**config.mk**
```make
export PLATFORM = sky130hd
export DESIGN_NAME = multicycle_ctrl_flat
export DESIGN_NICKNAME = d
export VERILOG_FILES = /design/src/rtl/multicycle_ctrl_if.sv /design/src/rtl/multicycle_ctrl.sv /design/src/flat_wrapper.sv
export SDC_FILE = /design/constraint.sdc
export NUM_CORES = 1
export LEC_CHECK = 0
export BUFFER_PORTS_ARGS = -buffer_cell sky130_fd_sc_hd__buf_4
export CORE_UTILIZATION = 35
export CTS_BUF_LIST = sky130_fd_sc_hd__clkbuf_8
export DETAILED_ROUTE_END_ITERATION = 10
export PLACE_DENSITY_LB_ADDON = 0.3
export SYNTH_ARGS = -nofsm -noshare
export SYNTH_HDL_FRONTEND = slang
export SYNTH_SLANG_ARGS = --single-unit
```
**constraint.sdc**
```tcl
create_clock -name clk -period 2.65 [get_ports clk]
set_clock_uncertainty 0.1 [all_clocks]
set_input_delay 0.53 -clock clk [delete_from_list [all_inputs] [get_ports clk]]
set_output_delay 0.53 -clock clk [all_outputs]
set_load 0.05 [all_outputs]
```
**src/rtl/multicycle_ctrl_if.sv**
```systemverilog
`default_nettype none
// ============================================================================
// Module      : multicycle_ctrl_if
// Description : Handshake and control bundle between the multi-cycle RV32I
//               controller (master) and the shared datapath (slave).
// Revision    : 1.0 - initial release
// ============================================================================
interface multicycle_ctrl_if;
    logic [6:0]  opcode;
    logic [2:0]  funct3;
    logic        zero;
    logic        imem_ready;
    logic        dmem_ready;

    logic        imem_req;
    logic        ir_write;
    logic        pc_write;
    logic        pc_src;
    logic [1:0]  alu_src_a;
    logic [1:0]  alu_src_b;
    logic [1:0]  alu_op;
    logic        mem_read;
    logic        mem_write;
    logic        reg_write;
    logic [1:0]  wb_sel;
    logic        illegal;
    logic [3:0]  state;
    logic [31:0] instret;

    modport master (
        input  opcode, funct3, zero, imem_ready, dmem_ready,
        output imem_req, ir_write, pc_write, pc_src, alu_src_a, alu_src_b,
               alu_op, mem_read, mem_write, reg_write, wb_sel, illegal,
               state, instret
    );

    modport slave (
        output opcode, funct3, zero, imem_ready, dmem_ready,
        input  imem_req, ir_write, pc_write, pc_src, alu_src_a, alu_src_b,
               alu_op, mem_read, mem_write, reg_write, wb_sel, illegal,
               state, instret
    );
endinterface
`default_nettype wire

```
**src/rtl/multicycle_ctrl.sv**
```systemverilog
`default_nettype none
// ============================================================================
// Module      : multicycle_ctrl
// Description : Main sequencing FSM of the multi-cycle RV32I core; drives all
//               datapath enables/selects and counts retired instructions.
// Revision    : 1.0 - initial release
// ============================================================================
module multicycle_ctrl (
    input  wire logic          clk,
    input  wire logic          rst,
    multicycle_ctrl_if.master  bus
);

    typedef enum logic [3:0] {
        FETCH    = 4'd0,
        DECODE   = 4'd1,
        EXEC_R   = 4'd2,
        EXEC_I   = 4'd3,
        EXEC_LUI = 4'd4,
        ADDR     = 4'd5,
        MEM_RD   = 4'd6,
        MEM_WR   = 4'd7,
        WB_ALU   = 4'd8,
        WB_MEM   = 4'd9,
        BRANCH   = 4'd10,
        JAL      = 4'd11,
        TRAP     = 4'd12
    } state_t;

    localparam logic [6:0] c_OP_REG    = 7'b0110011;
    localparam logic [6:0] c_OP_IMM    = 7'b0010011;
    localparam logic [6:0] c_OP_LUI    = 7'b0110111;
    localparam logic [6:0] c_OP_LOAD   = 7'b0000011;
    localparam logic [6:0] c_OP_STORE  = 7'b0100011;
    localparam logic [6:0] c_OP_BRANCH = 7'b1100011;
    localparam logic [6:0] c_OP_JAL    = 7'b1101111;

    localparam logic [2:0] c_F3_BEQ = 3'b000;
    localparam logic [2:0] c_F3_BNE = 3'b001;

    state_t      r_state;
    state_t      w_next;
    logic [31:0] r_instret;
    logic        r_illegal;

    logic        w_br_legal;
    logic        w_br_taken;
    logic        w_retire;

    logic        w_imem_req;
    logic        w_ir_write;
    logic        w_pc_write;
    logic        w_pc_src;
    logic [1:0]  w_alu_src_a;
    logic [1:0]  w_alu_src_b;
    logic [1:0]  w_alu_op;
    logic        w_mem_read;
    logic        w_mem_write;
    logic        w_reg_write;
    logic [1:0]  w_wb_sel;

    assign w_br_legal = (bus.funct3 == c_F3_BEQ) || (bus.funct3 == c_F3_BNE);
    assign w_br_taken = ((bus.funct3 == c_F3_BEQ) &&  bus.zero) ||
                        ((bus.funct3 == c_F3_BNE) && !bus.zero);

    assign w_retire = (r_state == WB_ALU) || (r_state == WB_MEM) ||
                      (r_state == JAL) ||
                      ((r_state == MEM_WR) && bus.dmem_ready) ||
                      ((r_state == BRANCH) && w_br_legal);

    always_comb begin
        w_next = r_state;
        case (r_state)
            FETCH:    if (bus.imem_ready) w_next = DECODE;
            DECODE: begin
                case (bus.opcode)
                    c_OP_REG:               w_next = EXEC_R;
                    c_OP_IMM:               w_next = EXEC_I;
                    c_OP_LUI:               w_next = EXEC_LUI;
                    c_OP_LOAD, c_OP_STORE:  w_next = ADDR;
                    c_OP_BRANCH:            w_next = BRANCH;
                    c_OP_JAL:               w_next = JAL;
                    default:                w_next = TRAP;
                endcase
            end
            EXEC_R, EXEC_I, EXEC_LUI: w_next = WB_ALU;
            ADDR:     w_next = (bus.opcode == c_OP_LOAD) ? MEM_RD : MEM_WR;
            MEM_RD:   if (bus.dmem_ready) w_next = WB_MEM;
            MEM_WR:   if (bus.dmem_ready) w_next = FETCH;
            WB_ALU, WB_MEM, JAL: w_next = FETCH;
            BRANCH:   w_next = w_br_legal ? FETCH : TRAP;
            TRAP:     w_next = TRAP;
            default:  w_next = TRAP;
        endcase
    end

    // The trap flag latches on the edge that enters TRAP and only reset clears it.
    always_ff @(posedge clk or posedge rst) begin
        if (rst) begin
            r_state   <= FETCH;
            r_instret <= 32'd0;
            r_illegal <= 1'b0;
        end else begin
            r_state <= w_next;
            if (w_retire) begin
                r_instret <= r_instret + 32'd1;
            end
            if (w_next == TRAP) begin
                r_illegal <= 1'b1;
            end
        end
    end

    always_comb begin
        w_imem_req  = 1'b0;
        w_ir_write  = 1'b0;
        w_pc_write  = 1'b0;
        w_pc_src    = 1'b0;
        w_alu_src_a = 2'b00;
        w_alu_src_b = 2'b00;
        w_alu_op    = 2'b00;
        w_mem_read  = 1'b0;
        w_mem_write = 1'b0;
        w_reg_write = 1'b0;
        w_wb_sel    = 2'b00;
        case (r_state)
            FETCH: begin
                w_imem_req  = 1'b1;
                w_alu_src_b = 2'b01;
                w_ir_write  = bus.imem_ready;
                w_pc_write  = bus.imem_ready;
            end
            DECODE: begin
                w_alu_src_a = 2'b01;
                w_alu_src_b = 2'b10;
            end
            EXEC_R: begin
                w_alu_src_a = 2'b10;
                w_alu_op    = 2'b10;
            end
            EXEC_I: begin
                w_alu_src_a = 2'b10;
                w_alu_src_b = 2'b10;
                w_alu_op    = 2'b10;
            end
            EXEC_LUI: begin
                w_alu_src_a = 2'b11;
                w_alu_src_b = 2'b10;
            end
            ADDR: begin
                w_alu_src_a = 2'b10;
                w_alu_src_b = 2'b10;
            end
            MEM_RD:   w_mem_read  = 1'b1;
            MEM_WR:   w_mem_write = 1'b1;
            WB_ALU:   w_reg_write = 1'b1;
            WB_MEM: begin
                w_reg_write = 1'b1;
                w_wb_sel    = 2'b01;
            end
            BRANCH: begin
                w_alu_src_a = 2'b10;
                w_alu_op    = 2'b01;
                w_pc_src    = 1'b1;
                w_pc_write  = w_br_taken;
            end
            JAL: begin
                w_pc_write  = 1'b1;
                w_pc_src    = 1'b1;
                w_reg_write = 1'b1;
                w_wb_sel    = 2'b10;
            end
            default: ;
        endcase
    end

    // Strobes are gated by reset directly so an in-flight access drops without waiting for an edge.
    assign bus.imem_req  = w_imem_req  & ~rst;
    assign bus.ir_write  = w_ir_write  & ~rst;
    assign bus.pc_write  = w_pc_write  & ~rst;
    assign bus.mem_read  = w_mem_read  & ~rst;
    assign bus.mem_write = w_mem_write & ~rst;
    assign bus.reg_write = w_reg_write & ~rst;

    assign bus.pc_src    = w_pc_src;
    assign bus.alu_src_a = w_alu_src_a;
    assign bus.alu_src_b = w_alu_src_b;
    assign bus.alu_op    = w_alu_op;
    assign bus.wb_sel    = w_wb_sel;
    assign bus.illegal   = r_illegal;
    assign bus.state     = r_state;
    assign bus.instret   = r_instret;

endmodule
`default_nettype wire
```
**src/flat_wrapper.sv**
```systemverilog
// flat-port wrapper written by rule: the top's interface ports become plain ports
module multicycle_ctrl_flat 
  (clk, rst, bus_opcode, bus_funct3, bus_zero, bus_imem_ready, bus_dmem_ready, bus_imem_req, bus_ir_write, bus_pc_write, bus_pc_src, bus_alu_src_a, bus_alu_src_b, bus_alu_op, bus_mem_read, bus_mem_write, bus_reg_write, bus_wb_sel, bus_illegal, bus_state, bus_instret);
  multicycle_ctrl_if bus_i ();
  input  wire logic clk;
  input  wire logic rst;
  input wire logic [$bits(bus_i.opcode)-1:0] bus_opcode;
  input wire logic [$bits(bus_i.funct3)-1:0] bus_funct3;
  input wire logic [$bits(bus_i.zero)-1:0] bus_zero;
  input wire logic [$bits(bus_i.imem_ready)-1:0] bus_imem_ready;
  input wire logic [$bits(bus_i.dmem_ready)-1:0] bus_dmem_ready;
  output wire logic [$bits(bus_i.imem_req)-1:0] bus_imem_req;
  output wire logic [$bits(bus_i.ir_write)-1:0] bus_ir_write;
  output wire logic [$bits(bus_i.pc_write)-1:0] bus_pc_write;
  output wire logic [$bits(bus_i.pc_src)-1:0] bus_pc_src;
  output wire logic [$bits(bus_i.alu_src_a)-1:0] bus_alu_src_a;
  output wire logic [$bits(bus_i.alu_src_b)-1:0] bus_alu_src_b;
  output wire logic [$bits(bus_i.alu_op)-1:0] bus_alu_op;
  output wire logic [$bits(bus_i.mem_read)-1:0] bus_mem_read;
  output wire logic [$bits(bus_i.mem_write)-1:0] bus_mem_write;
  output wire logic [$bits(bus_i.reg_write)-1:0] bus_reg_write;
  output wire logic [$bits(bus_i.wb_sel)-1:0] bus_wb_sel;
  output wire logic [$bits(bus_i.illegal)-1:0] bus_illegal;
  output wire logic [$bits(bus_i.state)-1:0] bus_state;
  output wire logic [$bits(bus_i.instret)-1:0] bus_instret;
  assign bus_i.opcode = bus_opcode;
  assign bus_i.funct3 = bus_funct3;
  assign bus_i.zero = bus_zero;
  assign bus_i.imem_ready = bus_imem_ready;
  assign bus_i.dmem_ready = bus_dmem_ready;
  assign bus_imem_req = bus_i.imem_req;
  assign bus_ir_write = bus_i.ir_write;
  assign bus_pc_write = bus_i.pc_write;
  assign bus_pc_src = bus_i.pc_src;
  assign bus_alu_src_a = bus_i.alu_src_a;
  assign bus_alu_src_b = bus_i.alu_src_b;
  assign bus_alu_op = bus_i.alu_op;
  assign bus_mem_read = bus_i.mem_read;
  assign bus_mem_write = bus_i.mem_write;
  assign bus_reg_write = bus_i.reg_write;
  assign bus_wb_sel = bus_i.wb_sel;
  assign bus_illegal = bus_i.illegal;
  assign bus_state = bus_i.state;
  assign bus_instret = bus_i.instret;
  multicycle_ctrl u_core (.clk(clk), .rst(rst), .bus(bus_i));
endmodule
```
# Word-level counts from Yosys, hierarchy flattened
# Cells that the tools add are included.
# Widths: inputs -> output; s select.
# op_classes
addsub	1
n_eq_ne	20
n_mux	18
bitwise	7
n_reduce_logical	20
# ops
op	n
$add 32x1->32 const B	1
$pmux 4 s8	1
$pmux 4 s6	1
$eq 7x6->1 const B	3
$eq 4x4->1 const B	5
$eq 4x3->1 const B	4
$mux 4	4
$eq 7x7->1 const B	2
$pmux 2 s2	3
$eq 4x2->1 const B	2
$reduce_or 4->1	2
$eq 7x2->1 const B	1
$eq 7x5->1 const B	1
$mux 1	7
$and 1x1->1	6
$logic_or 1x1->1	6
$pmux 2 s3	1
$reduce_or 2->1	3
$reduce_or 3->1	2
$eq 4x1->1 const B	1
$logic_and 1x1->1	4
$logic_not 4->1	1
$eq 3x1->1 const B	1
$logic_not 3->1	1
other kinds (3)	3
# totals
reg_bits	37
inputBits	15
output_inout_bits	52

# Logic depth before layout (Yosys ltp)
# Gate-level depths: netlist (run 1).
# logic_depth
ltp_word	5
depth_mapped	6
depth_no_buf	6

# Least setup slack after synthesis (run 1)
# Ideal clock, no wire load.
# synth_path
path_type	flip-flop to output port
startpoint	reg u_core.r_state[0], in the netlist u_core.bus.state[0]
endpoint	out bus_ir_write
t_arrival_ns	3.169
t_required_ns	2.020
slack_ns	-1.149
path_stages_with_launch	4
path_buffers	1
cell_sequence	dfrtp_1 -> clkbuf_1 -> nor4_1 -> and3_1
# synth_between
elab_chain_len	3
# synth_lines
item	line	rtl
start: declaration	multicycle_ctrl.sv:41	state_t r_state;
start signal: assignment	multicycle_ctrl.sv:104	r_state <= w_next;
$logic_not 4->1	multicycle_ctrl.sv:126	case (r_state)
$mux 1	multicycle_ctrl.sv:126	
$and 1x1->1	multicycle_ctrl.sv:179	assign bus.ir_write = w_ir_write & ~rst;
end: declaration	flat_wrapper.sv:13	output wire logic [$bits(bus_i.ir_write)-1:0] bus_ir_write;
# Every way passes these cells.

# Worst setup path in the final report (run 1)
# layout_path
startpoint	reg u_core.r_state[0], in the netlist u_core.bus.state[0]
endpoint	out bus_pc_write
# layout_between
elab_chain_len	3
# layout_lines
item	line	rtl
$eq 4x4->1 / $logic_not 4->1 (equally long branches)	multicycle_ctrl.sv:126	
$pmux 1 s3 *	multicycle_ctrl.sv:126	
$and 1x1->1 *	multicycle_ctrl.sv:180	assign bus.pc_write = w_pc_write & ~rst;
end: declaration	flat_wrapper.sv:14	output wire logic [$bits(bus_i.pc_write)-1:0] bus_pc_write;
# Every way passes the cells marked *; elsewhere a longest branch is shown, timed or not.

==> results of run 1 <==
[worst max-delay path, stage by stage (launching register included)]
cell and delay (ns):
dfrtp_1 0.48, buf_4 0.22, nor4b_1 0.30, a31oi_1 0.07, nor2_1 0.11, a31oi_1 0.06, nor2_2 0.08, buf_4 0.19
[metrics by stage]
stage / TNS (ns) / setup WS (ns)
floorplan: -0.247 / -0.120
global placement: 0 / 0.520
detailed placement: 0 / 0.463
CTS: 0 / 0.218
global route: 0 / 0.138
finish: 0 / 0.226
[cell usage after synthesis (2+ instances only)]
cell,count
clkbuf_1,5
a31oi_1,2
nor3_1,9
nand2_1,30
a21oi_1,7
inv_1,3
and2_1,5
nor2b_1,5
nand4_1,8
and4_1,2
nand3_1,11
nor2_1,20
and3b_1,2
dfrtp_1,37
xnor2_1,24
xor2_1,9
o21ai_0,6
nand2b_1,4
and3_1,3
[worst paths after layout]
| check | cells after the start | slack (ns) | end |
|---|---|---|---|
| worst max-delay path | 7 | 0.23 | bus_pc_write |
| worst min-delay path | 3 | 0.35 | u_core.bus.instret[2]$_DFFE_PP0P_ |
| worst max register to register | 5 | 0.46 | u_core.bus.instret[26]$_DFFE_PP0P_ |
| worst min register to register | 1 | 0.37 | u_core.bus.illegal$_DFFE_PP0N_ |
| max in group asynchronous | 3 | 1.76 | u_core.bus.illegal$_DFFE_PP0N_ |
| min in group clk | 1 | 0.37 | u_core.bus.illegal$_DFFE_PP0N_ |
[state kept, by name, summed over array words and instances (netlist names)]
name,count
u_core.bus.illegal,1
u_core.bus.state,4
u_core.bus.instret,32
[cells by family after synthesis]
family / Yosys count
mux: 1
fa+ha+maj: 1
flops: 37
buf+inv: 9
xor+xnor: 33
compound gates: 28
simple gates: 110
[cell type report]
class / count / area [µm²]
inverter: 3 / 11.3
fill: 548 / 2790
clock inverter: 1 / 5.00
clock buffer: 7 / 96.3
multi-input combinational: 173 / 1170
timing repair buffer: 73 / 548
tap: 72 / 90.1
sequential: 37 / 926
[power groups by stage]
stage | combinational (mW) | clock (mW) | sequential (mW)
final | 1.18 | 0.427 | 0.735
after global routing | 1.25 | 0.468 | 0.749
after CTS | 1.19 | 0.443 | 0.735
after detailed placement | 1.18 | 0 | 0.745
after global placement | 1.18 | 0 | 0.744
after floorplan | 0.667 | 0 | 0.930
[metal layers]
layer	share of wire (%)	up-vias	global-route usage, %
met4	0.97	0	4.91
li1	-	912	-
met3	6.2	7	3.68
met5	0	-	0
met1	49	867	22.4
met2	44	58	25.0
==> results.yml, run 1 <==
status:
  status: "finished clean"
timing:
  slew_headroom_pct: 64.8
  worst_pin_slew_ns: 0.528
  finalHoldViolCount: 0
  post-route-min-period_ns: 2.42
  rsz0062_at_grt: "no"
  setup_violations: 0
  min_period_over_period_pct: 91.5
  clock.fmax_mhz: 413
  final_max_slew_viol_count: 0
  whs_ns: 0.351
worst_setup_path:
  startpoint_type: "flip-flop"
  startpoint: "u_core.bus.state[0]$_DFF_PP0_"
  r2r-start: "u_core.bus.state[0]$_DFF_PP0_"
  crit_arrival_ns: 1.79
  endpoint_kind: "output pin"
  worstSetupPathType: "flip-flop to output pin"
  cp_max_fo: 10
  worstPathRequired_ns: 2.02
logic_synthesis:
  synth_top_family_by_area: "simple AND/OR/NAND/NOR gates"
  syn-num-nets: 235
  synth_top_area_share_pct: 44.3
  yosys_warnings: 0
  synth_compound_area_share_pct: 10.7
  synth_edf_count: 0
  synthAdderAreaFrac_pct: 0.598
  ys_seq_area_share_pct: 44.3
  synth.area.top_cells: "dfrtp_1, xnor2_1, nand2_1"
  synthCells: 219
  ys_ff_latch: 37
  synth_top_area_cell: "dfrtp_1"
  muxShareOfSynthArea_pct: 0.539
  synth-simple-area-share_pct: 28.1
  synth-main-ff-cell: "dfrtp_1"
  synthXorXnorAreaFrac_pct: 13.8
  async_flop_share_pct: 100
  syn_area_mm2: 0.00209
  avgSynthCellArea_um2: 9.55
  synthDistinctLibCells: 46
routing:
  drt-initial-drc-count: 88
  routedWlPerCell_um: 13.2
  ant_nets: 0
  first_pass_iters: 4
  drc: 0
  vias: 1844
  wl_um: 4820
  vias_per_cell: 5.04
floorplan:
  rows: 27
  dieHeight_um: 79.3
  io_pins: 67
  initial_core_util_pct: 37.1
  dieWidth_um: 79.3
  dieArea_mm2: 0.00629
  fp.coreArea_mm2: 0.00564
clock_network:
  cts_resized: 0
  cts_root_buf: "clkbuf_8"
  cts_made_buffers: 5
  cts.clk_slew.worst_paths_ns: 0.07
  htreeDepth: 2
  clock_sinks: 37
  postCtsHoldBufs: 0
  cts_buffer_depth: 2
  postCtsSetupBuffers: 0
  cts_tree: "built"
  clock_latency_ns: 0.28
place:
  io_buffers: 66
  hpwl_um: 3590
  dp_cells: 358
  gp_congestion: 0.749
  place_area_mm2: 0.00275
worst_hold_path:
  hold_class: "input pin to async pin"
final_layout:
  postLayoutCoreUtil_pct: 50.5
  antenna_cells: 0
  final_common_cell: "buf_4"
  layout_common_cells: "buf_4, dfrtp_1, nand2_1"
  synthToLayoutAreaGrowth_pct: 36.2
  final_area_mm2: 0.00285
  drive_gt1_share_pct: 32.7
  nNetsFinal: 309
  finalNonFillerCells: 366
power:
  power.total_mw: 2.34
  pwr-share-comb_pct: 50.3
  p_leak_nw: 1.30
  p_per_area_mw_per_mm2: 822
  power.internal_mw: 1.25
  swShare_pct: 46.6
  ir_drop_uv: 517
  switchingPower_mw: 1.09
  p_seq_share_pct: 31.4
  clkPwrFrac_pct: 18.2
global_routing:
  grt_pass1_wl_um: 7980
  gr-usage-all-layers_pct: 16.2
  overflow: 0
  grt_max_degree: 38
  grt_pass1_vias: 1704
  antenna_found_initial: 0
run:
  maxCapViolCount: 0
No activity file was read; power rests on OpenSTA's default activity.
==> run 2: changes to the inputs <==
--- a/config.mk
+++ b/config.mk
@@ -5,11 +5,14 @@
 export SDC_FILE = /design/constraint.sdc
 export NUM_CORES = 1
 export LEC_CHECK = 0
-export BUFFER_PORTS_ARGS = -buffer_cell sky130_fd_sc_hd__buf_4
+export CELL_PAD_IN_SITES_DETAIL_PLACEMENT = 0
+export CELL_PAD_IN_SITES_GLOBAL_PLACEMENT = 2
 export CORE_UTILIZATION = 35
 export CTS_BUF_LIST = sky130_fd_sc_hd__clkbuf_8
 export DETAILED_ROUTE_END_ITERATION = 10
+export DONT_BUFFER_PORTS = 1
 export PLACE_DENSITY_LB_ADDON = 0.3
+export SKIP_LAST_GASP = 1
 export SYNTH_ARGS = -nofsm -noshare
 export SYNTH_HDL_FRONTEND = slang
 export SYNTH_SLANG_ARGS = --single-unit
==> results.yml, run 2 (synthesis results as in run 1) <==
timing:
  setup_violations: 0
  final_max_slew_viol_count: 0
  post-route-min-period_ns: 2.38
  worst_pin_slew_ns: 0.595
  clock.fmax_mhz: 420
  min_period_over_period_pct: 89.8
  rsz0062_at_grt: "no"
  slew_headroom_pct: 60.4
  finalHoldViolCount: 0
  finalSetupTns_ns: 0
global_routing:
  grt_pass1_wl_um: 8360
  grt_pass1_vias: 1750
  gr-usage-all-layers_pct: 17.0
  antenna_found_initial: 0
  grt_max_degree: 38
  overflow: 0
routing:
  drt-initial-drc-count: 66
  vias: 1759
  first_pass_iters: 4
  routedWlPerCell_um: 14.2
  ant_nets: 0
  wl_um: 4830
  drc: 0
  vias_per_cell: 5.19
place:
  gp_congestion: 0.732
  hpwl_um: 3670
  io_buffers: 0
  place_area_mm2: 0.00259
worst_setup_path:
  worstPathRequired_ns: 2.02
  startpoint: "u_core.bus.state[3]$_DFF_PP0_"
  worstSetupPathType: "flip-flop to output pin"
  crit_arrival_ns: 1.75
  endpoint_kind: "output pin"
  r2r-start: "u_core.bus.state[2]$_DFF_PP0_"
  startpoint_type: "flip-flop"
  cp_max_fo: 10
final_layout:
  multi_input_area_mm2: 0.00117
  seq_area_um2: 926
  antenna_cells: 0
  largest_register_ffs: 32
  drive_gt1_share_pct: 25.8
  final_common_cell: "buf_4"
  synthToLayoutAreaGrowth_pct: 29.1
  layout_common_cells: "buf_4, dfrtp_1, nand2_1"
  fillerInstances: 572
  final_area_mm2: 0.00270
  nNetsFinal: 282
clock_network:
  clock_latency_ns: 0.28
  cts_made_buffers: 5
  postCtsSetupBuffers: 0
  postCtsHoldBufs: 0
  cts_tree: "built"
  clock_sinks: 37
  htreeDepth: 2
  cts_root_buf: "clkbuf_8"
  cts_buffer_depth: 2
  cts.clk_slew.worst_paths_ns: 0.08
  cts_resized: 0
power:
  p_per_area_mw_per_mm2: 869
  p_leak_nw: 1.18
  ir_drop_uv: 653
floorplan:
  io_pins: 67
  dieArea_mm2: 0.00629
  dieWidth_um: 79.3
  initial_core_util_pct: 37.1
  rows: 27
  fp.coreArea_mm2: 0.00564
  dieHeight_um: 79.3
worst_hold_path:
  hold_class: "input pin to async pin"
run:
  maxCapViolCount: 0
status:
  status: "finished clean"
-- run 2: where the power goes --
group          switching, mW  total, mW  leakage [nW]  internal, mW
combinational          0.834       1.21         0.637         0.378
sequential            0.0658      0.695         0.489         0.629
clock                  0.198      0.438        0.0549         0.240
total                   1.10       2.35          1.18          1.25
-- run 2: final cells by class --
class	instances	share of cell area (%)
Multi-Input combinational cell	173	43.4
Inverter	3	0.417
Clock buffer	7	3.57
Sequential cell	37	34.3
Timing Repair Buffer	46	14.6
Tap cell	72	3.34
Clock inverter	1	0.325
-- run 2: worst max-delay path: stages, from the launching register on --
cell and delay (ns):
dfrtp_1 0.45, buf_4 0.21, nor4b_1 0.27, a31oi_1 0.07, nor2_1 0.13, a31oi_1 0.06, nor2_2 0.13, buf_12 0.15
-- run 2: routing by layer --
layer  GRT usage, %  share of wire [%]  wire length [µm]  vias up
li1               -                  -                 -      862
met1           23.1                 47              2280      840
met2           25.7                 45              2160       53
met4           4.91               0.83                40        0
met5              0                  0                 0        -
met3           5.63                7.1               343        4
-- run 2: worst paths after layout --
path,end,slack [ns],cells past startpoint
hold / removal,u_core.bus.instret[2]$_DFFE_PP0P_,0.22,2
min in group clk,u_core.bus.state[3]$_DFF_PP0_,0.42,2
max in group asynchronous,u_core.bus.state[3]$_DFF_PP0_,1.88,2
setup reg to reg,u_core.bus.instret[28]$_DFFE_PP0P_,0.57,5
hold reg to reg,u_core.bus.state[1]$_DFF_PP0_,0.47,1
setup / recovery,bus_pc_write,0.27,7
-- run 2: metrics by stage --
stage	power, mW	worst slack (ns)	cells	util [%]	hold slack, ns
floorplan	1.60	-0.120	219	-	0.626
finish	2.35	0.269	339	47.8	0.221
global placement	1.92	0.579	331	46.0	0.464
detailed placement	1.93	0.576	331	46.0	0.457
global route	2.49	0.126	339	47.8	0.273
CTS	2.38	0.269	339	47.8	0.242
==> run 3: changes to the inputs <==
--- a/config.mk
+++ b/config.mk
@@ -12,6 +12,7 @@
 export DETAILED_ROUTE_END_ITERATION = 10
 export DONT_BUFFER_PORTS = 1
 export PLACE_DENSITY_LB_ADDON = 0.3
+export REMOVE_ABC_BUFFERS = 1
 export SKIP_LAST_GASP = 1
 export SYNTH_ARGS = -nofsm -noshare
 export SYNTH_HDL_FRONTEND = slang
==> results.yml, run 3 (synthesis results as in run 1) <==
status:
  status: "finished clean"
clock_network:
  postCtsSetupBuffers: 0
  clock_latency_ns: 0.28
  htreeDepth: 2
  cts.clk_slew.worst_paths_ns: 0.07
  cts_buffer_depth: 2
  cts_root_buf: "clkbuf_8"
  postCtsHoldBufs: 0
  cts_resized: 0
  cts_tree: "built"
  clock_sinks: 37
  cts_made_buffers: 5
timing:
  clock.fmax_mhz: 423
  post-route-min-period_ns: 2.36
  min_period_over_period_pct: 89.1
  whs_ns: 0.211
  finalHoldViolCount: 0
  worst_pin_slew_ns: 0.599
  finalSetupTns_ns: 0
  setup_violations: 0
  final_max_slew_viol_count: 0
  slew_headroom_pct: 60.1
  rsz0062_at_grt: "no"
global_routing:
  grt_pass1_wl_um: 7930
  antenna_found_initial: 0
  overflow: 0
  gr-usage-all-layers_pct: 16.3
  grt_max_degree: 38
  grt_pass1_vias: 1715
worst_setup_path:
  cp_top_family: "simple AND/OR/NAND/NOR gates"
  r2r-start: "u_core.bus.state[0]$_DFF_PP0_"
  startpoint_type: "flip-flop"
  crit_arrival_ns: 1.73
  worstSetupPathType: "flip-flop to output pin"
  worstSetupEndpoint: "bus_ir_write"
  cp_max_fo: 10
  rr_worst_depth: 5
  startpoint: "u_core.bus.state[3]$_DFF_PP0_"
  cp_num_buf_inv: 2
  endpoint_kind: "output pin"
  rr_endpoint: "u_core.bus.instret[28]$_DFFE_PP0P_"
  path_depth: 4
  path_cells: "buf_4 > nor4_2 > and3_1 > buf_12"
  worstPathRequired_ns: 2.02
  slowest_stage: "dfrtp_1"
  rrSetupSlack_ns: 0.57
  slowest_delay_ns: 0.46
run:
  maxCapViolCount: 0
floorplan:
  fp.coreArea_mm2: 0.00564
  rows: 27
  io_pins: 67
  initial_core_util_pct: 37.1
  dieHeight_um: 79.3
  dieArea_mm2: 0.00629
  dieWidth_um: 79.3
power:
  power.total_mw: 2.27
  power.internal_mw: 1.20
  p_seq_share_pct: 31.3
  clkPwrFrac_pct: 17.0
  ir_drop_uv: 485
  p_per_area_mw_per_mm2: 864
  p_leak_nw: 1.15
  pwr-share-comb_pct: 51.7
  swShare_pct: 47.2
  switchingPower_mw: 1.07
routing:
  ant_nets: 0
  drc: 0
  vias_per_cell: 5.14
  drt-initial-drc-count: 66
  routedWlPerCell_um: 14.3
  vias: 1732
  wl_um: 4800
  first_pass_iters: 4
final_layout:
  antenna_cells: 0
  largest_register_ffs: 32
  synthToLayoutAreaGrowth_pct: 25.5
  final_common_cell: "buf_4"
  layout_common_cells: "buf_4, dfrtp_1, nand2_1"
  drive_gt1_share_pct: 23.0
  finalNonFillerCells: 337
  nNetsFinal: 281
  postLayoutCoreUtil_pct: 46.5
place:
  io_buffers: 0
  gp_congestion: 0.715
  hpwl_um: 3650
  dp_cells: 330
worst_hold_path:
  hold_class: "input pin to async pin"
[run 3: cell types whose count changed in the layout (fill, tap and decap cells not counted), sizes merged]
cell | before | now
buf | 46 | 45
clkbuf | 7 | 6
[run 3: power by group through the flow]
stage | clock [mW] | sequential, mW | combinational, mW
after floorplan | 0 | 0.979 | 0.543
after global placement | 0 | 0.714 | 1.18
after detailed placement | 0 | 0.719 | 1.18
after CTS | 0.401 | 0.708 | 1.18
after global routing | 0.418 | 0.721 | 1.25
final | 0.386 | 0.709 | 1.17
[run 3: worst min path at each step]
stage,start,end,cells past startpoint
floorplan,rst,u_core.bus.illegal$_DFFE_PP0N_,1
global placement,u_core.bus.instret[8]$_DFFE_PP0P_,u_core.bus.instret[8]$_DFFE_PP0P_,1
detailed placement,u_core.bus.instret[8]$_DFFE_PP0P_,u_core.bus.instret[8]$_DFFE_PP0P_,1
CTS,rst,u_core.bus.instret[0]$_DFFE_PP0P_,2
global route,rst,u_core.bus.instret[14]$_DFFE_PP0P_,2
finish,rst,u_core.bus.instret[17]$_DFFE_PP0P_,2
[run 3: cell type report]
type                       count  area [µm²]
multi-input combinational    173        1130
sequential                    37         926
fill                         548        3020
timing repair buffer          45         375
tap                           72        90.1
clock buffer                   6        82.6
clock inverter                 1        3.75
inverter                       3        11.3
[run 3: per-stage QoR]
| step | worst slack [ns] | area [µm²] |
|---|---|---|
| floorplan | -1.06 | 2060 |
| global placement | 0.580 | 2540 |
| detailed placement | 0.561 | 2540 |
| CTS | 0.271 | 2620 |
| global route | 0.135 | 2620 |
| finish | 0.288 | 2620 |
[run 3: routing by layer]
layer	vias to the layer above	wire [µm]	part of all wire [%]	track usage, %
li1	860	-	-	-
met5	-	0	0	0
met1	818	2230	46	21.2
met3	5	368	7.7	5.40
met2	49	2160	45	25.9
met4	0	48	1.0	4.36
